### src/rtl/cpu_pkg.sv
// ---------------------------------------------------------------------------
// cpu_pkg
// Shared core definitions used by the fetch front end:
//   XLEN / INSTR_W    - datapath and instruction widths
//   NOP_INSTR         - canonical RISC-V NOP (addi x0, x0, 0)
//   DEFAULT_RESET_PC  - default fetch PC after reset
//   fetch_entry_t     - one buffered instruction paired with its PC
//   fetch_state_t     - fetch FSM states
// ---------------------------------------------------------------------------
package cpu_pkg;

  localparam int XLEN    = 32;
  localparam int INSTR_W = 32;

  localparam logic [INSTR_W-1:0] NOP_INSTR        = 32'h0000_0013;
  localparam logic [XLEN-1:0]    DEFAULT_RESET_PC = 32'h0000_0000;

  typedef struct packed {
    logic [XLEN-1:0]    pc;
    logic [INSTR_W-1:0] inst;
  } fetch_entry_t;

  typedef enum logic {
    IDLE = 1'b0,
    RUN  = 1'b1
  } fetch_state_t;

endpackage

### src/rtl/fetch_fifo.sv
// ---------------------------------------------------------------------------
// fetch_fifo
// Generic synchronous FIFO with synchronous clear.
//   clk, rst_n  - clock, asynchronous active-low reset
//   push/wdata  - write request and data (dropped when full without a pop)
//   pop         - remove head (ignored when empty)
//   clear       - empty the FIFO; has priority over push and pop
//   rdata       - head entry (undefined content when empty)
//   count       - number of stored entries (0..DEPTH)
//   empty, full - occupancy flags
// DEPTH must be a power of two >= 2 so the pointers wrap naturally.
// ---------------------------------------------------------------------------
module fetch_fifo #(
  parameter int  DEPTH = 4,
  parameter int  WIDTH = 64,
  localparam int CW    = $clog2(DEPTH) + 1
) (
  input  logic             clk,
  input  logic             rst_n,
  input  logic             push,
  input  logic             pop,
  input  logic             clear,
  input  logic [WIDTH-1:0] wdata,
  output logic [WIDTH-1:0] rdata,
  output logic [CW-1:0]    count,
  output logic             empty,
  output logic             full
);

  localparam int AW = $clog2(DEPTH);

  logic [WIDTH-1:0] mem [DEPTH];
  logic [AW-1:0]    wr_ptr;
  logic [AW-1:0]    rd_ptr;
  logic             do_push;
  logic             do_pop;

  assign empty   = (count == '0);
  assign full    = (count == CW'(DEPTH));
  assign do_pop  = pop && !empty;
  // A full FIFO still accepts a push when the head leaves in the same cycle.
  assign do_push = push && (!full || do_pop);

  // NOTE: sequential state uses non-blocking assignments so every register
  // samples the pre-edge value of its neighbours.
  always_ff @(posedge clk or negedge rst_n) begin
    if (!rst_n) begin
      wr_ptr <= '0;
      rd_ptr <= '0;
      count  <= '0;
    end else if (clear) begin
      wr_ptr <= '0;
      rd_ptr <= '0;
      count  <= '0;
    end else begin
      if (do_push) wr_ptr <= wr_ptr + AW'(1);
      if (do_pop)  rd_ptr <= rd_ptr + AW'(1);
      count <= count + CW'(do_push) - CW'(do_pop);
    end
  end

  // NOTE: the storage array has no reset; an entry is only ever read after it
  // has been written, and leaving it unreset lets it map onto plain RAM/flops.
  always_ff @(posedge clk) begin
    if (do_push && !clear) mem[wr_ptr] <= wdata;
  end

  assign rdata = mem[rd_ptr];

  // Upstream flow control must never push into a full FIFO without a pop.
  a_no_overflow : assert property (@(posedge clk) disable iff (!rst_n)
    !(push && full && !pop && !clear));

endmodule

### src/rtl/if_fetch_queue.sv
// ---------------------------------------------------------------------------
// if_fetch_queue
// Instruction-fetch front end feeding the IF/ID register. Owns the fetch PC,
// issues in-order requests to a request/grant instruction memory with
// variable latency, buffers {pc, inst} pairs and hands them to IF/ID with a
// valid/ready handshake. Branch redirects flush the buffer and discard the
// responses that are still in flight for the old path.
//   clk_i, rst_i          - clock, asynchronous active-low reset
//   start_i               - fetch enable (level)
//   imem_req_o/addr_o     - memory request and word-aligned address
//   imem_gnt_i            - request accepted this cycle
//   imem_rvalid_i/rdata_i - in-order memory response
//   redirect_i/pc_i       - taken branch from ID and its target
//   inst_valid_o/inst_o/pc_o - head instruction presented to IF/ID
//   id_ready_i            - IF/ID write enable (pop)
// ---------------------------------------------------------------------------
module if_fetch_queue
  import cpu_pkg::*;
#(
  parameter int              DEPTH     = 4,
  parameter int              MAX_OUTST = 2,
  parameter logic [XLEN-1:0] RESET_PC  = DEFAULT_RESET_PC
) (
  input  logic               clk_i,
  input  logic               rst_i,
  input  logic               start_i,
  output logic               imem_req_o,
  output logic [XLEN-1:0]    imem_addr_o,
  input  logic               imem_gnt_i,
  input  logic               imem_rvalid_i,
  input  logic [INSTR_W-1:0] imem_rdata_i,
  input  logic               redirect_i,
  input  logic [XLEN-1:0]    redirect_pc_i,
  output logic               inst_valid_o,
  output logic [INSTR_W-1:0] inst_o,
  output logic [XLEN-1:0]    pc_o,
  input  logic               id_ready_i
);

  localparam int CW = $clog2(DEPTH) + 1;
  localparam int OW = $clog2(MAX_OUTST) + 1;

  fetch_state_t    state, state_next;
  logic [XLEN-1:0] fetch_pc;
  logic [XLEN-1:0] resp_pc;
  logic [OW-1:0]   outstanding;
  logic [OW-1:0]   discard_cnt;

  logic [CW-1:0]   fifo_count;
  logic            fifo_empty;
  logic            unused_fifo_full;
  logic [$bits(fetch_entry_t)-1:0] fifo_rdata;
  fetch_entry_t    head;
  fetch_entry_t    push_entry;

  logic            issue;
  logic            push;
  logic            pop;
  logic [XLEN-1:0] target_pc;
  logic [31:0]     occupancy;
  logic            unused_redirect_bits;

  assign target_pc            = {redirect_pc_i[XLEN-1:2], 2'b00};
  assign unused_redirect_bits = ^redirect_pc_i[1:0];

  // Entries already buffered plus words still to come; issuing only while
  // this is below DEPTH means every response has a free slot waiting for it.
  assign occupancy = 32'(fifo_count) + 32'(outstanding);

  assign issue = imem_req_o && imem_gnt_i;
  // A response in a redirect cycle, or while old-path words are pending
  // discard, belongs to the abandoned path and is dropped.
  assign push  = imem_rvalid_i && !redirect_i && (discard_cnt == '0);
  assign pop   = !fifo_empty && id_ready_i && !redirect_i;

  assign push_entry = '{pc: resp_pc, inst: imem_rdata_i};
  assign head       = fifo_rdata;

  // ---- FSM: state register -------------------------------------------------
  always_ff @(posedge clk_i or negedge rst_i) begin
    if (!rst_i) state <= IDLE;
    else        state <= state_next;
  end

  // ---- FSM: next state -----------------------------------------------------
  // NOTE: every signal assigned in a combinational block gets a default first,
  // otherwise an unassigned path infers a latch.
  always_comb begin
    state_next = state;
    unique case (state)
      IDLE: if (start_i)  state_next = RUN;
      RUN:  if (!start_i) state_next = IDLE;
      default: state_next = IDLE;
    endcase
  end

  // ---- FSM: outputs --------------------------------------------------------
  always_comb begin
    imem_req_o   = (state == RUN) && !redirect_i &&
                   (occupancy < 32'(DEPTH)) &&
                   (32'(outstanding) < 32'(MAX_OUTST));
    imem_addr_o  = fetch_pc;
    inst_valid_o = !fifo_empty;
    // Zero the head fields when empty so stale storage never leaks out.
    inst_o       = fifo_empty ? '0 : head.inst;
    pc_o         = fifo_empty ? '0 : head.pc;
  end

  // ---- PCs, outstanding and discard counters -------------------------------
  always_ff @(posedge clk_i or negedge rst_i) begin
    if (!rst_i) begin
      fetch_pc    <= RESET_PC;
      resp_pc     <= RESET_PC;
      outstanding <= '0;
      discard_cnt <= '0;
    end else begin
      // No request is issued in a redirect cycle, so issue is 0 there.
      outstanding <= outstanding + OW'(issue) - OW'(imem_rvalid_i);
      if (redirect_i) begin
        fetch_pc    <= target_pc;
        resp_pc     <= target_pc;
        // Everything still in flight after this cycle is old-path data.
        discard_cnt <= outstanding - OW'(imem_rvalid_i);
      end else begin
        if (issue) fetch_pc <= fetch_pc + 32'd4;
        if (push)  resp_pc  <= resp_pc + 32'd4;
        if (imem_rvalid_i && (discard_cnt != '0))
          discard_cnt <= discard_cnt - OW'(1);
      end
    end
  end

  fetch_fifo #(
    .DEPTH (DEPTH),
    .WIDTH ($bits(fetch_entry_t))
  ) u_fifo (
    .clk   (clk_i),
    .rst_n (rst_i),
    .push  (push),
    .pop   (pop),
    .clear (redirect_i),
    .wdata (push_entry),
    .rdata (fifo_rdata),
    .count (fifo_count),
    .empty (fifo_empty),
    .full  (unused_fifo_full)
  );

  a_rvalid_expected : assert property (@(posedge clk_i) disable iff (!rst_i)
    imem_rvalid_i |-> (outstanding != '0));

  a_counter_order : assert property (@(posedge clk_i) disable iff (!rst_i)
    (discard_cnt <= outstanding) && (32'(outstanding) <= 32'(MAX_OUTST)));

endmodule

### config.mk
export PLATFORM = sky130hd
export DESIGN_NAME = if_fetch_queue
export DESIGN_NICKNAME = d
export VERILOG_FILES = /design/src/rtl/cpu_pkg.sv /design/src/rtl/fetch_fifo.sv /design/src/rtl/if_fetch_queue.sv
export SDC_FILE = /design/constraint.sdc
export NUM_CORES = 1
export LEC_CHECK = 0
export BUFFER_PORTS_ARGS = -buffer_cell sky130_fd_sc_hd__buf_2
export CORE_AREA = 2 2 257 158
export CTS_CLUSTER_DIAMETER = 30
export CTS_CLUSTER_SIZE = 24
export DETAILED_ROUTE_END_ITERATION = 8
export DIE_AREA = 0 0 259 160
export PLACE_DENSITY_LB_ADDON = 0.25
export SLEW_MARGIN = 20
export SYNTH_ARGS = -nofsm -noshare
export SYNTH_HDL_FRONTEND = slang
export SYNTH_SLANG_ARGS = --single-unit
### constraint.sdc
create_clock -name clk_i -period 6.95 [get_ports clk_i]
set_input_delay 0.3475 -clock clk_i [delete_from_list [all_inputs] [get_ports clk_i]]
set_output_delay 0.3475 -clock clk_i [all_outputs]
set_load 0.05 [all_outputs]
# ---- Yosys cells after proc, flatten, opt, wreduce, memory -nomap -nowiden
# Memories as Yosys holds them, arrays and structs flattened.
# Index checks and enable logic that the tools add are counted.
dict set report totals {
  ramBits 256
  latchBits 0
  output_inout_bits 98
  word_cells 63
  inputBits 71
  register_bits 76
  memories 1
  mem_bits_ro 0
}
dict set report classes {
  bitwise 0
  div_mod_pow 0
  shift 0
  multipliers 0
  magnitude_cmp 2
  addsub 11
  muxes 16
  n_eq_ne 1
  n_reduce_logical 24
}
# memory words word_bits read_ports rd_ports_with_merged_regs wr line
set memory_table {}
lappend memory_table {u_fifo.mem 4 64 1 0 1 fetch_fifo.sv:32} ;# logic [WIDTH-1:0] mem [DEPTH];
# cell count
set op_table {}
lappend op_table {{two-way mux 32 bit} 6}
lappend op_table {{adder 32 x 3 -> 32 bit (second input constant)} 2}
lappend op_table {{logical AND 1 bit} 12}
lappend op_table {{two-way mux 2 bit} 6}
lappend op_table {{nonzero test 2 bit} 6}
lappend op_table {{adder 2 x 1 -> 2 bit (second input constant)} 2}
lappend op_table {{adder 3 x 2 -> 4 bit} 1}
lappend op_table {{less-than comparator 4 x 3 -> 1 bit (second input constant)} 1}
lappend op_table {{subtractor 2 x 1 -> 2 bit} 2}
lappend op_table {{adder 3 x 1 -> 3 bit} 1}
lappend op_table {{== test 3 bit (second input constant)} 1}
lappend op_table {{zero test 1 bit} 3}
lappend op_table {{zero test 3 bit} 1}
lappend op_table {{two-way mux 1 bit} 3}
lappend op_table {{two-way mux 3 bit} 1}
lappend op_table {{subtractor 3 x 1 -> 3 bit} 1}
lappend op_table {{adder 2 x 1 -> 2 bit} 1}
lappend op_table {{zero test 2 bit} 1}
lappend op_table {{less-than comparator 2 bit (second input constant)} 1}
lappend op_table {{subtractor 2 x 1 -> 2 bit (second input constant)} 1}
lappend op_table {{logical OR 1 bit} 1}

# ---- Longest topological paths before layout
dict set report depth {
  word_depth 10
  mapped_depth 12
  depth_no_buf 11
}

# ---- Modules after synthesis
# Synthesis repeated with hierarchy kept, for this count alone.
dict set report unflattened {
  cells_unflattened 846
  hier_area_um2 13862.0
}
# mod area_each_um2 instances cells_each seq_area_each_um2
set modules_own_cells {}
lappend modules_own_cells {fetch_fifo 9673.0 1 380 7862.5}
lappend modules_own_cells {if_fetch_queue 4189.0 1 466 1626.6}

# ---- Worst setup path after synthesis
# No wires, ideal clock.
dict set report synth_timing {
  path_kind {input-to-reg}
  start {input port redirect_i}
  end {memory u_fifo.mem[0][0] (enable)}
  arrival_time_ns 2.757
  n_path_buf 2
  required_time_ns 6.524
  cell_stages 4
  setup_ns 0.426
  setup_slack_ns 3.766
  path_cell_list {buf_2 > clkbuf_1 > nor3_1 > and2_1}
}
dict set report synth_between {
  elab_chain_cells 8
  word_cells_on_any_way 10
  classes_between {2 x mux; 8 x reduce/logical}
}
# element line
set synth_rtl {}
lappend synth_rtl {{start: declaration} if_fetch_queue.sv:32} ;# input logic redirect_i,
lappend synth_rtl {{zero test 1 bit (*)} {fetch_fifo.sv:65, if_fetch_queue.sv:73, if_fetch_queue.sv:74}}
lappend synth_rtl {{logical AND 1 bit} if_fetch_queue.sv:74} ;# assign pop = !fifo_empty && id_ready_i && !redirect_i;
lappend synth_rtl {{logical AND 1 bit} fetch_fifo.sv:40} ;# assign do_pop = pop && !empty;
lappend synth_rtl {{logical OR 1 bit} fetch_fifo.sv:42} ;# assign do_push = push && (!full || do_pop);
lappend synth_rtl {{logical AND 1 bit} fetch_fifo.sv:42}
lappend synth_rtl {{logical AND 1 bit (*)} fetch_fifo.sv:65} ;# if (do_push && !clear) mem[wr_ptr] <= wdata;
lappend synth_rtl {{two-way mux 1 bit (*)} fetch_fifo.sv:65}
lappend synth_rtl {{two-way mux 1 bit (implied by the code) (*)} fetch_fifo.sv:65}
lappend synth_rtl {{end: declaration} fetch_fifo.sv:32}
# Mark *: on every way between the ends. The rest lies on a longest branch, timed or not.

# ---- Worst setup path in the final report
dict set report layout_timing {
  start {register u_fifo.rd_ptr[0]}
  end {output port pc_o[8]}
}
dict set report layout_between {
  elab_chain_cells 2
}
# element line
set layout_rtl {}
lappend layout_rtl {{start: declaration} fetch_fifo.sv:34} ;# logic [AW-1:0] rd_ptr;
lappend layout_rtl {{start signal: assignment} fetch_fifo.sv:57} ;# if (do_pop) rd_ptr <= rd_ptr + AW'(1);
lappend layout_rtl {{memory (4 x 64 bit)} --}
lappend layout_rtl {{two-way mux 32 bit} if_fetch_queue.sv:106} ;# pc_o = fifo_empty ? '0 : head.pc;
lappend layout_rtl {{end: declaration} if_fetch_queue.sv:36} ;# output logic [XLEN-1:0] pc_o,
# No other way between the ends.

==> summary by stage <==
Synth
During synthesis, Yosys emitted a total of 0 warnings. Summing the areas of all fa, ha and maj instances in the mapped netlist gives 1.35% of the synthesized area. Summing the areas of all compound-gate instances in the mapped netlist gives 3.86% of the synthesized area. Of the post-synthesis cell area, the part taken by muxes is between 10% and 20%.

The synthesized netlist devotes around a tenth of its cell area to simple gates. The share of synthesized registers carrying an async set or reset is 22.5%. The count of flip-flops with a built-in enable after synthesis is around 250.

The share of the yosys chip area belonging to registers is 68.4%. Counting every instance in the synthesized netlist gives about 860. The dominant combinational cell family by area after synthesis is multiplexers. After synthesis the cells add up to 13500 um^2. The register bit total from synthesis is 320.

Of the total synthesized cell area, the portion taken by XOR and XNOR cells is 2.65%. Sorting the synthesized cells by how often they occur yields edfxtp_1 (248), dfrtp_1 (72), and2_1 (67), mux4_2 (62), nand2_1 (56). The synthesized design devotes to its leading area cell type between 50 and 60% of total area. Among all cell types in the netlist, the one instantiated most often is edfxtp_1. The average instance in the mapped netlist occupies 15.8 um^2. In this run, distinct cell masters in the synthesized netlist total 50. Sorting the synthesized cells by area gives the leading types as edfxtp_1 (55%), dfrtp_1 (13%), mux4_2 (10%). The post-synthesis cell type with the largest combined area is edfxtp_1. Among all flip-flop cells after synthesis, the most frequent one is edfxtp_1.

Critical path
The worst setup path is captured at an output pin. The cell with the largest stage delay on the worst path is dfrtp_4. The type of the setup path with the least slack is register to output pin. STA puts the critical path data required time at 6.60 ns. In this design, the stage delay of the slowest critical-path cell is 0.78 ns. STA puts the critical path data arrival time at around 3.2 ns. The cell class contributing the biggest share of worst-path delay is buffers and inverters. Of all nets on the critical path, the largest fanout is 38. The number of buffers and inverters on the critical path is 2. Walking the worst path, the cells encountered are buf_4 > mux4_2 > and2_1 > buf_2.

The nature of the critical path startpoint is a register.

Global routing
The residual overflow from global routing is 0. The via count of the first global-routing pass is 8370. For this run, the total global-route usage over all layers was measured as approximately 16%. The initial antenna violation count is 3. The global-route wire length before repair is 50.2 mm.

The largest net degree at the start of global routing is 65.

Floorplanning
The width of the die is 259 um. The number of rows created at floorplan is 57. The vertical extent of the die is ~160 um.

The number of top-level design ports is 169. The floorplan core area is 39400 um^2. For this configuration, the core starts out at a cell density of around 34%. The die covers 41400 um^2.

Timing
The worst slew slack as a fraction of its limit is 28.6%. The part of the cycle the worst path needs is 50.6%. Between clock sinks in the finished design, the worst skew comes to approximately 0.021 ns. The number of slew-limit violations in the final report is 0.

Based on the critical path, the design can be clocked at up to roughly 280 MHz. The final-report hold violation count is 0. The total negative slack for setup checks is 0 ns. Subtracting the final worst setup slack from the clock period gives approximately 3.5 ns.

Setup violations remaining at the end of the flow were counted as 0. Setup repair after global routing left no endpoint under its margin. The transition at the pin with the smallest max-transition slack is about 1.1 ns. The tightest hold path in the finished design has a slack of 0.0208 ns.

Pwr
The analysis attributes to cell leakage a power of ~6.3 nW. The design draws 7.29 mW. The worst-case IR drop observed on VDD is 0.194 mV. The power density over the cells is 422 nW/um^2.

Detailed routing
After detailed routing, the average wire length per cell comes to 19.4 um. The overall routed net length is approximately 32 mm. The DRC violation count after routing is 0. The first-iteration detailed-routing DRC count is 545. The post-detailed-route via-to-cell ratio is 4.93. Summing over every cut layer, the via total after detailed routing is 8205. The number of iterations in the first detailed-routing pass is 5. The count of nets left with antenna violations once routing finished came out at 0.

Placed design
The count of buffers added on input and output ports is 162. The congestion estimate from routability-driven global placement came to 0.870. The HPWL after detailed placement is just under 20 mm.

Cells and area
In the final layout, the share of cells above drive strength 1 is 31.4%. The final layout contains 1167 nets. The number of fillers in the final layout is ~3600. From synthesis to final layout, the design area changed by 27.7%. Measured on the finished design, the core utilization comes to 43.8%.

Clocking
The total number of H-tree levels is 2. The clock buffer count from CTS is 58. The buffer depth of the longest clock path is 3. The clock reaches the later pin of the worst-skew pair after between 0.5 and 0.6 ns. The post-cts gate resize count is 0.

The cell at the root of the clock tree is clkbuf_16. The clock tree from TritonCTS is yes. After clock tree synthesis, the clock-pin slew on the worst setup and hold paths is 0.05 ns.

For this design, the sink count on the clock tree is 320.

Outcome
The run finished with clean final reports.

Run
The max-cap check violation count is 0.

Min path
In this run the worst hold path is classified as input pin to register.
[sequential cells by signal (all words and copies together), names as in the netlist]
| register | cells |
|---|---|
| discard_cnt | 2 |
| resp_pc | 30 |
| u_fifo.rd_ptr | 2 |
| u_fifo.count | 3 |
| outstanding | 2 |
| state | 1 |
| u_fifo.mem | 248 |
| u_fifo.wr_ptr | 2 |
| imem_addr_o | 30 |
[routing by layer]
metal / global-route usage (%) / wire length, um / vias up
met2: 23.3 / 14600 / 216
met3: 3.84 / 1960 / 40
li1: - / - / 3781
met4: 3.76 / 426 / 0
met5: 0 / 0 / -
met1: 23.3 / 15300 / 4168
[stage by stage]
step | setup slack, ns | instances | area (um^2)
2_1_floorplan | 3.77 | 859 | 13500
3_3_place_gp | 3.52 | 1519 | 14900
3_5_place_dp | 3.48 | 1519 | 14900
4_1_cts | 3.27 | 1663 | 17300
5_1_grt | 3.16 | 1663 | 17300
6_report | 3.43 | 1664 | 17300
[worst reg2reg max path: cells and delay by family, from the launching register on]
kind,cells,cell delay (ns)
adder cells (fa/ha/maj),1,0.21
buffers and inverters,2,0.68
flip-flops,1,0.39
AND/OR/NAND/NOR,3,1.65
[cells in the final DEF (no fill, tap or decap), drive strengths merged, types with 5 or more instances in the layout]
cell type,n
a21oi,11
and2,67
and3,6
and4,5
buf,172
bufinv,8
clkbuf,61
clkinv,21
clkinvlp,6
dfrtp,72
dlygate4sd3,34
edfxtp,248
ha,13
inv,38
mux2,8
mux4,62
nand2,56
nand3,32
nand4,22
nor2,28
nor3,10
nor4,6
o211ai,11
o21ai,36
o311ai,7
o31a,5
or3,5
or4,8
xnor2,28
xor2,13
[report_power, final]
group	leakage [nW]	switching, mW	internal [mW]
combinational	2.19	1.43	0.618
clock	0.983	1.01	1.87
sequential	3.11	0.163	2.20
[cell families after synthesis]
family,Yosys count
xor+xnor,41
simple gates,258
compound gates,83
other cells,1
fa+ha+maj,14
flops,320
mux,72
buf+inv,67
[final timing paths]
kind | cells past startpoint | slack (ns) | to | startpoint
min in group asynchronous | 2 | 0.24 | resp_pc[28]$_DFFE_PN0N_ | rst_i
min | 3 | 0.02 | resp_pc[21]$_DFFE_PN0N_ | redirect_pc_i[21]
max in group asynchronous | 3 | 5.70 | imem_addr_o[16]$_DFFE_PN0P_ | rst_i
max | 4 | 3.43 | pc_o[8] | u_fifo.rd_ptr[0]$_DFFE_PN0P_
max reg2reg | 6 | 3.65 | u_fifo.mem[0][18]$_DFFE_PP_ | discard_cnt[0]$_DFFE_PN0P_
min reg2reg | 1 | 0.54 | u_fifo.wr_ptr[0]$_DFFE_PN0P_ | u_fifo.wr_ptr[0]$_DFFE_PN0P_
[area by class of cell]
type                    instances  area, um^2  area share [%]
clock inverters                49         542            3.14
repair buffers                206        1230            7.11
clock buffers                  61        1480            8.59
inverters                      24        90.1           0.522
well taps                     531         664            3.85
diodes                          1        2.50          0.0145
flip-flops and latches        320        9250            53.6
multi-input cells             472        4010            23.2
[repair_timing]
action / in CTS / in global routing
hold buffers: 34 / 0
setup buffers: 0 / 0
endpoints found under the hold margin: 152 / 0
No activity file was read; power rests on OpenSTA's default activity.
